**src/rtl/ex1_scan_ctrl.sv**
```systemverilog
// Scan controller for the ex1_1022 block: steps a wrap-capable 4-bit code range,
// captures outB/G/D after a settle delay and offers each result over valid/ready.
module ex1_scan_ctrl #(
  parameter int unsigned SETTLE = 1
) (
  input  logic       clk,
  input  logic       rst,
  input  logic       start,
  input  logic       abort,
  input  logic [3:0] first_code,
  input  logic [3:0] last_code,
  output logic       w,
  output logic       x,
  output logic       y,
  output logic       z,
  input  logic       outB,
  input  logic       outG,
  input  logic       outD,
  output logic       res_valid,
  input  logic       res_ready,
  output logic [3:0] res_code,
  output logic [2:0] res_bits,
  output logic [4:0] cnt_b,
  output logic [4:0] cnt_g,
  output logic [4:0] cnt_d,
  output logic       busy,
  output logic       done
);

  typedef enum logic [1:0] {IDLE, DRIVE, RESULT, DONE} stateT;

  localparam logic [3:0] SETTLE_LOAD = 4'(SETTLE);

  stateT      state, stateNext;
  logic [3:0] code, lastCode, settleCnt;
  logic       loadScan, capture, dropValid, advance;

  always_comb begin
    stateNext = state;
    loadScan  = 1'b0;
    capture   = 1'b0;
    dropValid = 1'b0;
    advance   = 1'b0;
    case (state)
      IDLE: begin
        if (start) begin
          loadScan  = 1'b1;
          stateNext = DRIVE;
        end
      end
      DRIVE: begin
        if (abort) begin
          dropValid = 1'b1;
          stateNext = IDLE;
        end else if (settleCnt == 4'd1) begin
          capture   = 1'b1;
          stateNext = RESULT;
        end
      end
      RESULT: begin
        // abort wins over a same-edge handshake or completion
        if (abort) begin
          dropValid = 1'b1;
          stateNext = IDLE;
        end else if (res_ready) begin
          dropValid = 1'b1;
          if (code == lastCode) begin
            stateNext = DONE;
          end else begin
            advance   = 1'b1;
            stateNext = DRIVE;
          end
        end
      end
      DONE: begin
        dropValid = abort;
        stateNext = IDLE;
      end
      default: stateNext = IDLE;
    endcase
  end

  always_ff @(posedge clk or posedge rst) begin
    if (rst) begin
      state     <= IDLE;
      code      <= '0;
      lastCode  <= '0;
      settleCnt <= '0;
      res_valid <= 1'b0;
      res_code  <= '0;
      res_bits  <= '0;
      cnt_b     <= '0;
      cnt_g     <= '0;
      cnt_d     <= '0;
    end else begin
      state <= stateNext;

      if (loadScan) begin
        code      <= first_code;
        lastCode  <= last_code;
        settleCnt <= SETTLE_LOAD;
        cnt_b     <= '0;
        cnt_g     <= '0;
        cnt_d     <= '0;
      end else if (advance) begin
        code      <= code + 4'd1;
        settleCnt <= SETTLE_LOAD;
      end else if (state == DRIVE) begin
        settleCnt <= settleCnt - 4'd1;
      end

      if (capture) begin
        res_valid <= 1'b1;
        res_code  <= code;
        res_bits  <= {outB, outG, outD};
        cnt_b     <= cnt_b + {4'b0000, outB};
        cnt_g     <= cnt_g + {4'b0000, outG};
        cnt_d     <= cnt_d + {4'b0000, outD};
      end else if (dropValid) begin
        res_valid <= 1'b0;
      end
    end
  end

  always_comb begin
    busy = (state != IDLE);
    done = (state == DONE);
    {w, x, y, z} = (state == IDLE) ? 4'b0000 : code;
  end

endmodule

```
**config.mk**
```make
export PLATFORM = sky130hd
export DESIGN_NAME = ex1_scan_ctrl
export DESIGN_NICKNAME = d
export VERILOG_FILES = /design/src/rtl/ex1_scan_ctrl.sv
export SDC_FILE = /design/constraint.sdc
export NUM_CORES = 1
export LEC_CHECK = 0
export BUFFER_PORTS_ARGS = -buffer_cell sky130_fd_sc_hd__buf_4
export CORE_UTILIZATION = 40
export CTS_CLUSTER_SIZE = 20
export DETAILED_ROUTE_END_ITERATION = 16
export GPL_TIMING_DRIVEN = 0
export RECOVER_POWER = 25
export SYNTH_ARGS = -nofsm -noshare
export SYNTH_HDL_FRONTEND = slang
export SYNTH_SLANG_ARGS = --single-unit
```
**constraint.sdc**
```tcl
create_clock -name clk -period 2.4 [get_ports clk]
set_clock_uncertainty 0.05 [all_clocks]
set_input_delay 0.12 -clock clk [delete_from_list [all_inputs] [get_ports clk]]
set_output_delay 0.12 -clock clk [all_outputs]
set_load 0.005 [all_outputs]
```
==> results.toml <==
[status]
status = "completed"

[worst_setup_path]
crit_required_ps = 2530
path_class = "reg2reg"
end_kind = "flop"
cp.arrival_ps = 2060
regToRegStartpoint = "settleCnt[1]"
rr_worst_depth = 8
path_max_fanout = 10
crit_path_start_kind = "flop"
setup.worst_path.start = "settleCnt[1]"

[timing]
hold_viol = 0
worst_slew_pin_slew_ps = 1450
finalMaxSlewViolations = 0
max_freq_ghz = 0.517
slew_headroom_pct = 3.54
setup_violations = 0
tns_ps = 0
rsz0062_at_grt = "false"
fin_crit_ps = 1930
min_period_over_period_pct = 80.6

[clock_network]
ctsResizeCount = 0
cts-root-buf = "clkbuf_8"
cts_buffers = 5
path_clk_slew_ps = 70
clock-sinks = 37
cts_tree = "done"
postCtsHoldBufs = 9
post-cts-setup-buffers = 0
clk_path_buf_depth = 2
h-tree-depth = 2
clkLatencyLatePin_ps = 290

[cells_and_area]
nets = 294
syn2layout_area_growth_pct = 29.1
n_antenna_cell = 0
fin_util_pct = 55.7
drive_gt1_share_pct = 22.2
fin_area_sq_um = 2510

[synthesis]
synth_area_per_cell_sq_um = 9.30
synth.net_count = 234
ys.flop_type = "dfrtp_1"
synth_edf_count = 0
synth_xor_area_share_pct = 5.86
synthesis.area_sq_um = 1940
ys_types = 39
yosysSeqAreaShare_pct = 47.6
async_flop_share_pct = 100
ys_warn_count = 0
synthCells = 209
ys_ff_latch = 37
synth-compound-area-share_pct = 11.6
synth-adder-area-share_pct = 5.80
muxShareOfSynthArea_pct = 0.515
synth_top_family_by_area = "simple AND/OR/NAND/NOR gates"
yosys.area_share.simple_pct = 24.4

[detailed_routing]
wire_per_inst_um = 13.5
drt_iter0_markers = 83
drt-total-wl_um = 4350
drtPass1Iterations = 4
via_count = 1593
viasPerCell = 4.95
postRouteAntennaNets = 0
route.detailed.drc = 0

[global_routing]
grt_pass1_wl_um = 7550
grt_max_degree = 38
grt_pass1_vias = 1602
antenna_found_initial = 0
gr-total-overflow = 0
track_usage_pct = 19.0

[hold_path]
holdPathStages = 2
hold_path_class = "in2reg"
hp-start = "abort"

[placed_design]
port-buffer-count = 44
dpl_cell_area_sq_um = 2340
globalplace.congestion = 0.729
dpl.hpwl_um = 2990

[die]
rows = 24
initial_utilization_pct = 43.1
io_pins = 45
core_region_area_sq_um = 4500
die_area_sq_um = 5140
die_w_um = 71.7
dieHeight_um = 71.7

[pwr]
fin_total_pwr_w = 0.00253
ir_drop_mv = 0.599
p_leak_nw = 1.25
cellPowerDensity_nw_per_um2 = 1010

[job]
cap_violations = 0
==> stage by stage <==
stage,hold slack [ps],setup slack [ps],std cells
3_5_place_dp,268,485,305
6_report,19.8,465,322
2_1_floorplan,167,736,209
3_3_place_gp,264,523,305
5_1_grt,18.3,315,322
4_1_cts,10.2,474,322
==> state kept, by name, summed over array words and instances (netlist names) <==
register	cells
cnt_b	5
cnt_d	5
cnt_g	5
code	4
lastCode	4
res_code	4
settleCnt	4
res_bits	3
state	2
res_valid	1
==> worst max-delay path, cell delays in order (launching register included) <==
cell and delay [ps]:
dfrtp_1 400, inv_1 80, ha_1 160, nand4bb_1 190
or3_1 350, clkbuf_1 190, buf_2 230, nand3_1 100
nand2_1 60
==> cells by family (layout without fill, tap and decap cells) <==
family | count (synthesis) | in the layout
compound gates | 30 | 30
xor+xnor | 13 | 13
fa+ha+maj | 9 | 9
buf+inv | 17 | 78
flops | 37 | 37
mux | 1 | 1
simple gates | 102 | 102
==> power by group <==
| group | switching (W) | internal (W) |
|---|---|---|
| logic | 0.000589 | 0.000520 |
| clock network | 0.000218 | 0.000207 |
| registers | 0.000176 | 0.000820 |
==> cells in the final DEF, fill, tap and decap left out, drive strengths merged, types with 2 or more instances in the layout <==
| cell type | instances |
|---|---|
| a21o | 2 |
| ha | 9 |
| o21ai | 12 |
| inv | 7 |
| a211oi | 2 |
| xor2 | 7 |
| nand3 | 12 |
| nor3 | 5 |
| nor3b | 2 |
| xnor2 | 6 |
| nand2 | 58 |
| nor2b | 9 |
| clkbuf | 35 |
| dlygate4sd3 | 9 |
| o41ai | 2 |
| or3 | 2 |
| a22o | 3 |
| buf | 27 |
| nor2 | 8 |
| dfrtp | 37 |
| o21bai | 3 |
==> cells in the mapped netlist (2+ instances only) <==
cell,instances,area (sq um)
o21ai_0,11,55.1
dfrtp_1,37,926
nand2_1,58,218
ha_1,9,113
a22o_1,3,26.3
nor2_1,8,30.0
o21bai_1,3,22.5
buf_2,5,25.0
clkbuf_1,3,11.3
xor2_1,7,61.3
xnor2_1,6,52.6
nor2b_1,9,56.3
nand3_1,12,60.1
nor3_1,5,25.0
inv_1,7,26.3
a21o_1,2,15.0
or3_1,2,12.5
==> path summary, 6_finish.rpt <==
| check | end | slack [ps] |
|---|---|---|
| min in group asynchronous | res_valid | 770 |
| max in group asynchronous | res_bits[1] | 680 |
| worst max-delay path | cnt_g[0] | 470 |
| worst min-delay path | state[1] | 20 |
| worst max register to register | cnt_g[0] | 470 |
| worst min register to register | res_code[0] | 430 |
==> layer usage <==
metal	vias up	share of wire, %	global-route usage, %
li1	816	-	-
met1	722	52	27.0
met2	47	42	28.9
met3	8	4.2	3.52
met4	0	1.7	7.19
met5	-	0	0
==> final cells by class <==
cell class	instances	area, sq um
well taps	52	65.1
flip-flops and latches	37	926
clock buffers	8	80.1
fillers	415	2000
multi-input cells	155	936
inverters	7	26.3
repair buffers	53	420
plain buffers	10	55.1
Power figures use the tool's default switching activity.
